## src/rtl/param_rom_stream_arbiter_pkg.sv

```systemverilog
// Shared types and helpers for the parameter-ROM stream arbiter.
package param_src_pkg;

  typedef enum logic [1:0] {
    IDLE  = 2'd0,
    ISSUE = 2'd1,
    DRAIN = 2'd2
  } state_e;

  localparam int unsigned DEF_ROM_LATENCY = 2;
  localparam int          MAX_REQ         = 16;

  // One entry of the in-flight tag pipe that shadows the ROM read pipeline.
  typedef struct packed {
    logic valid;
    logic last;
  } tag_t;

  // Round-robin pick: first set bit searching ptr, ptr+1, ... modulo n.
  function automatic int rr_pick(input logic [MAX_REQ-1:0] req, input int ptr, input int n);
    int pick;
    int idx;
    pick = ptr;
    for (int k = MAX_REQ - 1; k >= 0; k--) begin
      if (k < n) begin
        idx = ptr + k;
        if (idx >= n) idx = idx - n;
        if (req[4'(idx)]) pick = idx;
      end
    end
    return pick;
  endfunction

endpackage

```

## src/rtl/param_rom_stream_arbiter_if.sv

```systemverilog
// Shared output stream bus: one data word, per-stream valid/ready, last flag.
interface param_rom_stream_arbiter_if #(
  parameter int unsigned NUM_REQ    = 3,
  parameter int unsigned DATA_WIDTH = 32
);
  logic [DATA_WIDTH-1:0] data_out;
  logic [NUM_REQ-1:0]    data_out_valid;
  logic [NUM_REQ-1:0]    data_out_ready;
  logic                  data_out_last;

  modport master (output data_out, data_out_valid, data_out_last, input data_out_ready);
  modport slave  (input data_out, data_out_valid, data_out_last, output data_out_ready);
endinterface

```

## src/rtl/param_rom_stream_arbiter_fifo.sv

```systemverilog
// Show-ahead skid FIFO holding ROM words plus their last flag.
module param_stream_skid_fifo #(
  parameter int unsigned WIDTH      = 33,
  parameter int unsigned FIFO_DEPTH = 4
) (
  input  logic                            clk,
  input  logic                            rst,
  input  logic                            i_push,
  input  logic [WIDTH-1:0]                i_data,
  input  logic                            i_pop,
  output logic [WIDTH-1:0]                o_data,
  output logic                            o_empty,
  output logic [$clog2(FIFO_DEPTH+1)-1:0] o_count
);
  localparam int unsigned CNT_W = $clog2(FIFO_DEPTH + 1);
  localparam int unsigned PTR_W = (FIFO_DEPTH > 1) ? $clog2(FIFO_DEPTH) : 1;

  logic [WIDTH-1:0] r_mem [FIFO_DEPTH];
  logic [PTR_W-1:0] r_wr_ptr;
  logic [PTR_W-1:0] r_rd_ptr;
  logic [CNT_W-1:0] r_count;

  // Storage write; contents need no reset since the count gates visibility.
  always_ff @(posedge clk) begin
    if (i_push) r_mem[r_wr_ptr] <= i_data;
  end

  // Pointer and occupancy bookkeeping; simultaneous push/pop keeps the count.
  always_ff @(posedge clk) begin
    if (rst) begin
      r_wr_ptr <= '0;
      r_rd_ptr <= '0;
      r_count  <= '0;
    end else begin
      if (i_push) r_wr_ptr <= (r_wr_ptr == PTR_W'(FIFO_DEPTH - 1)) ? '0 : r_wr_ptr + PTR_W'(1);
      if (i_pop)  r_rd_ptr <= (r_rd_ptr == PTR_W'(FIFO_DEPTH - 1)) ? '0 : r_rd_ptr + PTR_W'(1);
      case ({i_push, i_pop})
        2'b10:   r_count <= r_count + CNT_W'(1);
        2'b01:   r_count <= r_count - CNT_W'(1);
        default: r_count <= r_count;
      endcase
    end
  end

  assign o_data  = r_mem[r_rd_ptr];
  assign o_empty = (r_count == '0);
  assign o_count = r_count;
endmodule

```

## src/rtl/param_rom_stream_arbiter.sv

```systemverilog
// Round-robin arbiter streaming per-requester regions of one shared parameter ROM.
module param_rom_stream_arbiter
  import param_src_pkg::*;
#(
  parameter int unsigned NUM_REQ     = 3,
  parameter int unsigned DATA_WIDTH  = 32,
  parameter int unsigned DEPTH       = 32,
  parameter int unsigned ROM_LATENCY = DEF_ROM_LATENCY,
  parameter int unsigned FIFO_DEPTH  = 4,
  parameter int unsigned ADDR_WIDTH  = $clog2(NUM_REQ * DEPTH) + 1
) (
  input  logic                        clk,
  input  logic                        rst,
  input  logic [NUM_REQ-1:0]          i_req,
  output logic [ADDR_WIDTH-1:0]       o_rom_addr,
  output logic                        o_rom_ce,
  input  logic [DATA_WIDTH-1:0]       i_rom_q,
  param_rom_stream_arbiter_if.master  o_stream,
  output logic                        o_busy
);
  localparam int unsigned GNT_W  = (NUM_REQ > 1) ? $clog2(NUM_REQ) : 1;
  localparam int unsigned CNT_W  = $clog2(DEPTH + 1);
  localparam int unsigned FCNT_W = $clog2(FIFO_DEPTH + 1);
  localparam int unsigned OCC_W  = $clog2(FIFO_DEPTH + ROM_LATENCY + 2) + 1;

  state_e                r_state, w_state_nxt;
  logic [GNT_W-1:0]      r_grant, r_rr_ptr, w_pick;
  logic [CNT_W-1:0]      r_addr_cnt;
  logic [ADDR_WIDTH-1:0] r_rom_addr, w_base;
  logic                  r_rom_ce, r_issue, r_issue_last;
  tag_t                  r_tag [ROM_LATENCY];
  logic [FCNT_W-1:0]     w_fifo_count;
  logic                  w_fifo_empty, w_push, w_pop;
  logic [DATA_WIDTH:0]   w_fifo_head;
  logic [NUM_REQ-1:0]    w_gnt_oh;
  logic [OCC_W-1:0]      w_occ;
  logic                  w_credit, w_drained, w_start, w_sched, w_rr_adv;

  assign w_pick   = GNT_W'(rr_pick(MAX_REQ'(i_req), int'(r_rr_ptr), int'(NUM_REQ)));
  assign w_base   = ADDR_WIDTH'(r_grant) * ADDR_WIDTH'(DEPTH);
  assign w_gnt_oh = NUM_REQ'(1) << r_grant;
  assign w_push   = r_tag[ROM_LATENCY-1].valid;
  assign w_pop    = !w_fifo_empty && |(o_stream.data_out_ready & w_gnt_oh);

  // Words owed to the FIFO: stored, in the ROM pipe, or presented this cycle.
  always_comb begin
    w_occ = OCC_W'(w_fifo_count) + OCC_W'(r_issue);
    for (int unsigned i = 0; i < ROM_LATENCY; i++) w_occ = w_occ + OCC_W'(r_tag[i].valid);
    w_credit  = (w_occ - OCC_W'(w_pop)) < OCC_W'(FIFO_DEPTH);
    w_drained = (w_occ - OCC_W'(w_pop)) == '0;
  end

  // State register.
  always_ff @(posedge clk) begin
    if (rst) r_state <= IDLE;
    else     r_state <= w_state_nxt;
  end

  // Next state and per-cycle control decisions.
  always_comb begin
    w_state_nxt = r_state;
    w_start     = 1'b0;
    w_sched     = 1'b0;
    w_rr_adv    = 1'b0;
    case (r_state)
      IDLE: begin
        if (|i_req) begin
          w_start     = 1'b1;
          w_state_nxt = ISSUE;
        end
      end
      ISSUE: begin
        if (r_issue && r_issue_last) w_state_nxt = DRAIN;
        else                         w_sched     = w_credit;
      end
      DRAIN: begin
        if (w_drained) begin
          w_rr_adv    = 1'b1;
          w_state_nxt = IDLE;
        end
      end
      default: w_state_nxt = IDLE;
    endcase
  end

  // Address issue, grant capture, round-robin pointer and ROM tag pipe.
  always_ff @(posedge clk) begin
    if (rst) begin
      r_grant      <= '0;
      r_rr_ptr     <= '0;
      r_addr_cnt   <= '0;
      r_rom_addr   <= '0;
      r_rom_ce     <= 1'b0;
      r_issue      <= 1'b0;
      r_issue_last <= 1'b0;
      for (int unsigned i = 0; i < ROM_LATENCY; i++) r_tag[i] <= '0;
    end else begin
      r_rom_ce <= 1'b1;
      r_tag[0] <= '{valid: r_issue, last: r_issue_last};
      for (int unsigned i = 1; i < ROM_LATENCY; i++) r_tag[i] <= r_tag[i-1];
      r_issue <= 1'b0;
      if (w_start) begin
        r_grant      <= w_pick;
        r_rom_addr   <= ADDR_WIDTH'(w_pick) * ADDR_WIDTH'(DEPTH);
        r_addr_cnt   <= CNT_W'(1);
        r_issue      <= 1'b1;
        r_issue_last <= (DEPTH == 1);
      end else if (w_sched) begin
        r_rom_addr   <= w_base + ADDR_WIDTH'(r_addr_cnt);
        r_addr_cnt   <= r_addr_cnt + CNT_W'(1);
        r_issue      <= 1'b1;
        r_issue_last <= (r_addr_cnt == CNT_W'(DEPTH - 1));
      end
      if (w_rr_adv) r_rr_ptr <= (r_grant == GNT_W'(NUM_REQ - 1)) ? '0 : r_grant + GNT_W'(1);
    end
  end

  param_stream_skid_fifo #(
    .WIDTH      (DATA_WIDTH + 1),
    .FIFO_DEPTH (FIFO_DEPTH)
  ) u_fifo (
    .clk     (clk),
    .rst     (rst),
    .i_push  (w_push),
    .i_data  ({r_tag[ROM_LATENCY-1].last, i_rom_q}),
    .i_pop   (w_pop),
    .o_data  (w_fifo_head),
    .o_empty (w_fifo_empty),
    .o_count (w_fifo_count)
  );

  assign o_rom_addr              = r_rom_addr;
  assign o_rom_ce                = r_rom_ce;
  assign o_busy                  = (r_state != IDLE);
  assign o_stream.data_out_valid = w_fifo_empty ? '0 : w_gnt_oh;
  assign o_stream.data_out       = w_fifo_empty ? '0 : w_fifo_head[DATA_WIDTH-1:0];
  assign o_stream.data_out_last  = !w_fifo_empty && w_fifo_head[DATA_WIDTH];
endmodule

```

## src/flat_wrapper.sv

```systemverilog
// flat-port wrapper written by rule: the top's interface ports become plain ports
module param_rom_stream_arbiter_flat import param_src_pkg::*;
#(
  parameter int unsigned NUM_REQ     = 3,
  parameter int unsigned DATA_WIDTH  = 32,
  parameter int unsigned DEPTH       = 32,
  parameter int unsigned ROM_LATENCY = DEF_ROM_LATENCY,
  parameter int unsigned FIFO_DEPTH  = 4,
  parameter int unsigned ADDR_WIDTH  = $clog2(NUM_REQ * DEPTH) + 1
)
  (clk, rst, i_req, o_rom_addr, o_rom_ce, i_rom_q, o_busy, o_stream_data_out, o_stream_data_out_valid, o_stream_data_out_last, o_stream_data_out_ready);
  param_rom_stream_arbiter_if #(.NUM_REQ(NUM_REQ), .DATA_WIDTH(DATA_WIDTH)) o_stream_i ();
  input  logic clk;
  input  logic rst;
  input  logic [NUM_REQ-1:0] i_req;
  output logic [ADDR_WIDTH-1:0] o_rom_addr;
  output logic o_rom_ce;
  input  logic [DATA_WIDTH-1:0] i_rom_q;
  output logic o_busy;
  output wire logic [$bits(o_stream_i.data_out)-1:0] o_stream_data_out;
  output wire logic [$bits(o_stream_i.data_out_valid)-1:0] o_stream_data_out_valid;
  output wire logic [$bits(o_stream_i.data_out_last)-1:0] o_stream_data_out_last;
  input wire logic [$bits(o_stream_i.data_out_ready)-1:0] o_stream_data_out_ready;
  assign o_stream_data_out = o_stream_i.data_out;
  assign o_stream_data_out_valid = o_stream_i.data_out_valid;
  assign o_stream_data_out_last = o_stream_i.data_out_last;
  assign o_stream_i.data_out_ready = o_stream_data_out_ready;
  param_rom_stream_arbiter #(.NUM_REQ(NUM_REQ), .DATA_WIDTH(DATA_WIDTH), .DEPTH(DEPTH), .ROM_LATENCY(ROM_LATENCY), .FIFO_DEPTH(FIFO_DEPTH), .ADDR_WIDTH(ADDR_WIDTH)) u_core (.clk(clk), .rst(rst), .i_req(i_req), .o_rom_addr(o_rom_addr), .o_rom_ce(o_rom_ce), .i_rom_q(i_rom_q), .o_stream(o_stream_i), .o_busy(o_busy));
endmodule
```

## config.mk

```make
export PLATFORM = sky130hd
export DESIGN_NAME = param_rom_stream_arbiter_flat
export DESIGN_NICKNAME = d
export VERILOG_FILES = /design/src/rtl/param_rom_stream_arbiter_pkg.sv /design/src/rtl/param_rom_stream_arbiter_if.sv /design/src/rtl/param_rom_stream_arbiter_fifo.sv /design/src/rtl/param_rom_stream_arbiter.sv /design/src/flat_wrapper.sv
export SDC_FILE = /design/constraint.sdc
export NUM_CORES = 1
export LEC_CHECK = 0
export ABC_AREA = 0
export CAP_MARGIN = 0
export CELL_PAD_IN_SITES_DETAIL_PLACEMENT = 0
export CELL_PAD_IN_SITES_GLOBAL_PLACEMENT = 1
export CORE_MARGIN = 2
export CORE_UTILIZATION = 30
export DETAILED_ROUTE_END_ITERATION = 16
export PLACE_DENSITY_LB_ADDON = 0.1
export SETUP_SLACK_MARGIN = 0.05
export SKIP_CTS_REPAIR_TIMING = 1
export SLEW_MARGIN = 20
export SYNTH_ARGS = -nofsm -noshare
export SYNTH_HDL_FRONTEND = slang
export SYNTH_SLANG_ARGS = --single-unit
```

## constraint.sdc

```tcl
create_clock -name clk -period 9.7 [get_ports clk]
set_input_delay 1.94 -clock clk [delete_from_list [all_inputs] [get_ports clk]]
set_output_delay 1.94 -clock clk [all_outputs]
set_load 0.02 [all_outputs]
```

**Word level (Yosys, flattened, before mapping)**

Memory sizes are Yosys's and may differ from the RTL's. A register that Yosys moved wholly into a read port is not among the register bits.
Cells that the tools add are included.

- Register bits after elaboration: 30
- Latch bits: 0
- Memory bits (writable): 136
- ROM bits: 0
- Input port bits: 40
- Output and inout bits: 46
- Word-level logic and storage cells: 113
- Memories kept: 2

- $add $sub $neg: 16
- $mul: 0
- Divide/modulo/power cells: 0
- Magnitude comparators: 7
- Equality and inequality tests: 11
- Shift-type cells: 1
- Multiplexer cells: 46
- Bitwise gates (word level): 3
- Reductions and logical operators: 14

Memories:

| name | depth | width | read ports | clocked after memory_dff | wr ports | line | text |
|---|---|---|---|---|---|---|---|
| u_core.u_fifo.r_mem | 4 | 33 | 1 | 1 | 1 | param_rom_stream_arbiter_fifo.sv:18 | `logic [WIDTH-1:0] r_mem [FIFO_DEPTH];` |
| u_core.r_tag | 2 | 2 | 2 | 0 | 2 | param_rom_stream_arbiter.sv:31 | `tag_t r_tag [ROM_LATENCY];` |

Operators with widths:

| operator | count |
|---|---|
| $ge A32 B3 Y1 const B | 2 |
| $mux W32 | 1 |
| $mux W2 | 13 |
| $mux W1 | 21 |
| $lt A4 B6 Y1 const B | 3 |
| $mux W7 | 2 |
| $bmux W1 S4 | 3 |
| $mux W4 | 3 |
| $eq A2 B2 Y1 const B | 5 |
| $add A4 B1 Y4 | 2 |
| $add A7 B6 Y8 | 1 |
| $sub A3 B2 Y4 const B | 2 |
| $add A2 B1 Y2 const B | 3 |
| $add A6 B1 Y6 const B | 1 |
| $eq A6 B5 Y1 const B | 1 |
| $ne A2 B1 Y1 const B | 3 |
| $pmux W2 S3 | 1 |
| $pmux W3 S2 | 1 |
| $reduce_bool A2 Y1 | 3 |
| $reduce_or A3 Y1 | 2 |
| $add A3 B1 Y4 | 1 |
| $eq A2 B1 Y1 const B | 2 |
| $logic_not A4 Y1 | 1 |
| $lt A4 B3 Y1 const B | 1 |
| other kinds (17) | 20 |

**Depth between registers and ports, before layout**

- Depth after elaboration: 10
- Depth in mapped cells: 17
- Mapped depth without buffers: 14

**Modules after synthesis**

From an unflattened synthesis, not the netlist that was laid out.

- Cell total of the unflattened synthesis: 433
- Area total of the unflattened synthesis: 7,049.3 µm²

Modules (own cells, without submodules):

| module | times used | cells each | area an instance (µm²) | seq. area each (µm²) |
|---|---|---|---|---|
| param_stream_skid_fifo | 1 | 220 | 5,250.0 | 4,144.0 |
| param_rom_stream_arbiter | 1 | 213 | 1,799.2 | 540.5 |

**Least setup slack after synthesis**

OpenSTA, ideal clock, no wires.

- Path type: input-to-reg
- Start: input o_stream_data_out_ready[2]
- End: register u_core.r_addr_cnt[5]
- Library setup time: 70 ps
- Arrival: 4,888 ps
- Data required time: 9,630 ps
- Path slack: 4,742 ps
- Stages on the path: 14
- Path buffers: 0
- Cell sequence: mux2i_1 > o22ai_1 > nand2b_1 > inv_1 > ha_1 > fa_1 > inv_1 > ha_1 > fa_1 > xor2_1 > nor4b_4 > o21ai_2 > or4_1 > a21oi_1

- Word-level cells in the longest chain between the ends: 7

Ends and longest elaborated chain:

| item | line | text |
|---|---|---|
| start, declared | flat_wrapper.sv:23 | `input wire logic [$bits(o_stream_i.data_out_ready)-1:0] o_stream_data_out_ready;` |
| $and A3 B3 Y3 | param_rom_stream_arbiter.sv:43 | `assign w_pop = !w_fifo_empty && \|(o_stream.data_out_ready & w_gnt_oh);` |
| $reduce_or A3 Y1 | param_rom_stream_arbiter.sv:43 |  |
| $logic_and A1 B1 Y1 | param_rom_stream_arbiter.sv:43 |  |
| $sub A4 B1 Y4 | param_rom_stream_arbiter.sv:49 | `w_credit = (w_occ - OCC_W'(w_pop)) < OCC_W'(FIFO_DEPTH);` |
| $lt A4 B3 Y1 | param_rom_stream_arbiter.sv:49 |  |
| $mux W1 | param_rom_stream_arbiter.sv:73 | `if (r_issue && r_issue_last) w_state_nxt = DRAIN;` |
| $mux W1 | param_rom_stream_arbiter.sv:65 | `case (r_state)` |
| end signal, assigned | param_rom_stream_arbiter.sv:110 | `r_addr_cnt <= r_addr_cnt + CNT_W'(1);` |
| end, declared | param_rom_stream_arbiter.sv:28 | `logic [CNT_W-1:0] r_addr_cnt;` |

Every way passes these cells.
A chain may end at the register's enable or synchronous reset.

**Worst setup path in the final report**

Ends and elaborated chain as after synthesis.

==> insert_results.sql <==
INSERT INTO impl_metrics (metric_group, metric, value, unit) VALUES
('timing', 'final-setup-viol-count', '0', ''),
('drt', 'drt-total-wl', '14500', 'µm'),
('hold_path', 'timing.hold.worst.class', 'register to register', ''),
('clocking', 'cts-buffers-inserted', '17', ''),
('power_and_ir_drop', 'power_frac_comb', '19.8', '%'),
('yosys', 'synthDistinctLibCells', '47', ''),
('global_route', 'grt.overflow.total', '0', ''),
('job', 'maxCapViolCount', '0', ''),
('yosys', 'synth_seq_cells', '168', ''),
('layout', 'multi_input_area', '2150', 'µm²'),
('power_and_ir_drop', 'cellInternalPower', '1370', 'µW'),
('status', 'status', 'finished clean', ''),
('timing', 'finalWorstPathRequiredPeriod', '5470', 'ps'),
('yosys', 'synth_enable_flop_cells', '132', ''),
('yosys', 'post_synth_top_area_cell', 'edfxtp_1', ''),
('layout', 'nFillCells', '2156', ''),
('timing', 'rsz0062_at_grt', 'no', ''),
('power_and_ir_drop', 'power_density', '212', 'nW/µm²'),
('layout', 'fin_area', '8780', 'µm²'),
('layout', 'area_growth_syn_to_layout', '25.4', '%'),
('worst_setup_path', 'cp-start-kind', 'primary input', ''),
('worst_setup_path', 'timing.setup.critical_path_class', 'primary input to register', ''),
('timing', 'clock.fmax', '0.183', 'GHz'),
('clocking', 'clock_pin_slew_on_the_worst_setup_and_hold_paths', '60', 'ps'),
('yosys', 'synthesis.yosys.warnings', '0', ''),
('drt', 'drt-wirelength-per-cell', '17.0', 'µm'),
('yosys', 'ys_top_cells_by_area', 'edfxtp_1 (57%), mux4_2 (11%), dfxtp_1 (10%), ha_1 (3.6%), nor2b_1 (3.3%)', ''),
('yosys', 'synth_cells', '441', ''),
('clocking', 'clkSinkCount', '168', ''),
('drt', 'dr_total_vias', '3876', ''),
('worst_setup_path', 'cp_num_buf_inv', '3', ''),
('power_and_ir_drop', 'irDropWorstVdd', '0.000104', 'V'),
('power_and_ir_drop', 'power_frac_seq', '43.4', '%'),
('worst_setup_path', 'crit_chain', 'clkdlybuf4s50_1 > mux2i_1 > o22ai_1 > nand2b_1 > inv_1 > ha_1 > fa_1 > inv_1 > ha_1 > fa_1 > xor2_1 > nor4b_4 > o21ai_2 > or4_1 > a21oi_1', ''),
('yosys', 'synthesis.area', '7000', 'µm²'),
('power_and_ir_drop', 'pwr-share-clk', '36.8', '%'),
('clocking', 'clock_tree.buffer_depth', '2', ''),
('floorplanning', 'rows', '55', ''),
('layout', 'antenna_cells_inserted', '0', ''),
('place', 'dpl-instance-area', '8180', 'µm²'),
('floorplanning', 'core_area', '22800', 'µm²'),
('timing', 'worst-slew-pin-transition', '994', 'ps'),
('clocking', 'clkLatencyLatePin', '420', 'ps'),
('layout', 'seqCellArea', '4690', 'µm²'),
('floorplanning', 'dieWidth', '157', 'µm'),
('place', 'globalplace.congestion', '0.765', ''),
('yosys', 'dominantRegCellSynth', 'edfxtp_1', ''),
('floorplanning', 'die-area', '24600', 'µm²'),
('layout', 'drive_above_1_share', '13.9', '%'),
('timing', 'worst_setup_skew_after_layout', '13.0', 'ps'),
('yosys', 'synth_top_area_share', '56.6', '%'),
('global_route', 'grt_pass1_wl', '22500', 'µm'),
('drt', 'drt_drc_violations_left', '0', ''),
('power_and_ir_drop', 'p_sw_share', '26.4', '%'),
('drt', 'detailedRoute.firstPassIterationCount', '4', ''),
('worst_setup_path', 'crit_path_top_delay_cell', 'or4_1', ''),
('place', 'place.port_buffers', '85', ''),
('drt', 'initialDrtViolationCount', '127', ''),
('global_route', 'grt_pass1_vias', '4109', ''),
('worst_setup_path', 'cp_max_fo', '22', ''),
('floorplanning', 'initial_core_util', '30.7', '%'),
('yosys', 'synth.avg_cell_area', '15.9', 'µm²'),
('power_and_ir_drop', 'switching_power', '492', 'µW'),
('yosys', 'yosys-top-cells-count', 'edfxtp_1 (132), nor2b_1 (37), dfxtp_1 (36), mux4_2 (33), inv_1 (23)', ''),
('power_and_ir_drop', 'report.power.total', '1860', 'µW'),
('global_route', 'grt_antenna_before_repair', '0', ''),
('worst_setup_path', 'biggest_cell_delay_along_the_critical_path', '590', 'ps'),
('yosys', 'yosys.cell_count.top_type', 'edfxtp_1', ''),
('floorplanning', 'floorplan.io_pins', '86', ''),
('worst_setup_path', 'critPathArrivalTime', '5810', 'ps'),
('timing', 'timing.hold.ws', '445', 'ps');
[power by group through the flow]
stage / Combinational (µW) / Sequential [µW] / Clock, µW
final: 370 / 810 / 685
after global routing: 407 / 813 / 732
after CTS: 382 / 811 / 705
after detailed placement: 381 / 826 / 0
after global placement: 378 / 826 / 0
after floorplan: 235 / 817 / 0
[kinds of logic (layout without fill, tap and decap cells)]
family | Yosys count | in the layout | share of synthesized area [%]
AOI/OAI and AO/OA | 50 | 50 | 4.68
adders and majority gates | 23 | 23 | 4.43
and+or+nand+nor | 109 | 109 | 8.74
muxes | 44 | 44 | 12.2
DFF | 168 | 168 | 66.9
xor gates and xnor gates | 4 | 4 | 0.500
buffers and inverters | 43 | 141 | 2.56
[cell usage in the layout, fill, tap and decap left out, drive strengths merged, types with 2 or more instances in the layout]
cell type	netlist	routed
or3	5	5
and2	4	4
nand2	13	13
ha	20	20
mux4	33	33
o21ai	9	9
clkinvlp	0	3
clkdlybuf4s50	0	85
dfxtp	36	36
clkinv	0	2
fa	3	3
mux2i	11	11
edfxtp	132	132
o22ai	2	2
nor3	5	5
nor3b	3	3
nor2	20	20
or2	2	2
xor2	4	4
or4	3	3
a311o	3	3
bufinv	0	3
nand3	9	9
clkbuf	13	18
nand2b	4	4
buf	7	2
inv	23	28
a21oi	22	22
nor2b	37	37
[flip-flops by register name, summed over array words and instances (netlist names), 3 cells and up, named ones only]
register and count:
u_core.u_fifo.r_mem 132, u_core.o_rom_addr 8, u_core.r_addr_cnt 6, u_core.r_tag 4
u_core.u_fifo.o_count 3
[metrics by stage]
stage / utilization [%] / setup WS [ps] / std cells
after floorplan: - / 4740 / 441
after global placement: 35.9 / 3850 / 821
after detailed placement: 35.9 / 3800 / 821
after CTS: 38.5 / 4240 / 852
after global routing: 38.5 / 4000 / 852
final: 38.5 / 4230 / 852
[metal layers]
metal	vias to the layer above	track usage [%]	share of wire, %
met5	-	0	0
met4	0	4.06	1.2
met3	13	2.82	3.3
met2	71	21.9	51
met1	1945	14.8	44
li1	1847	-	-
[final cells by class]
type,instances,share of cell area (%)
Sequential cell,168,53.4
Multi-Input combinational cell,230,24.5
Clock buffer,18,4.89
Timing Repair Buffer,87,9.86
Inverter,23,0.984
Clock inverter,13,1.92
Tap cell,313,4.46
[final timing paths]
path / from / to / slack, ps / cells past startpoint
setup / recovery: o_stream_data_out_ready[2] / u_core.r_addr_cnt[5] / 4230 / 15
hold / removal: u_core.r_tag[0][0] / u_core.r_tag[0][2] / 450 / 1
setup reg to reg: u_core.r_grant[1] / u_core.r_addr_cnt[5] / 5480 / 14
hold reg to reg: u_core.r_tag[0][0] / u_core.r_tag[0][2] / 450 / 1
Power figures use the tool's default switching activity.
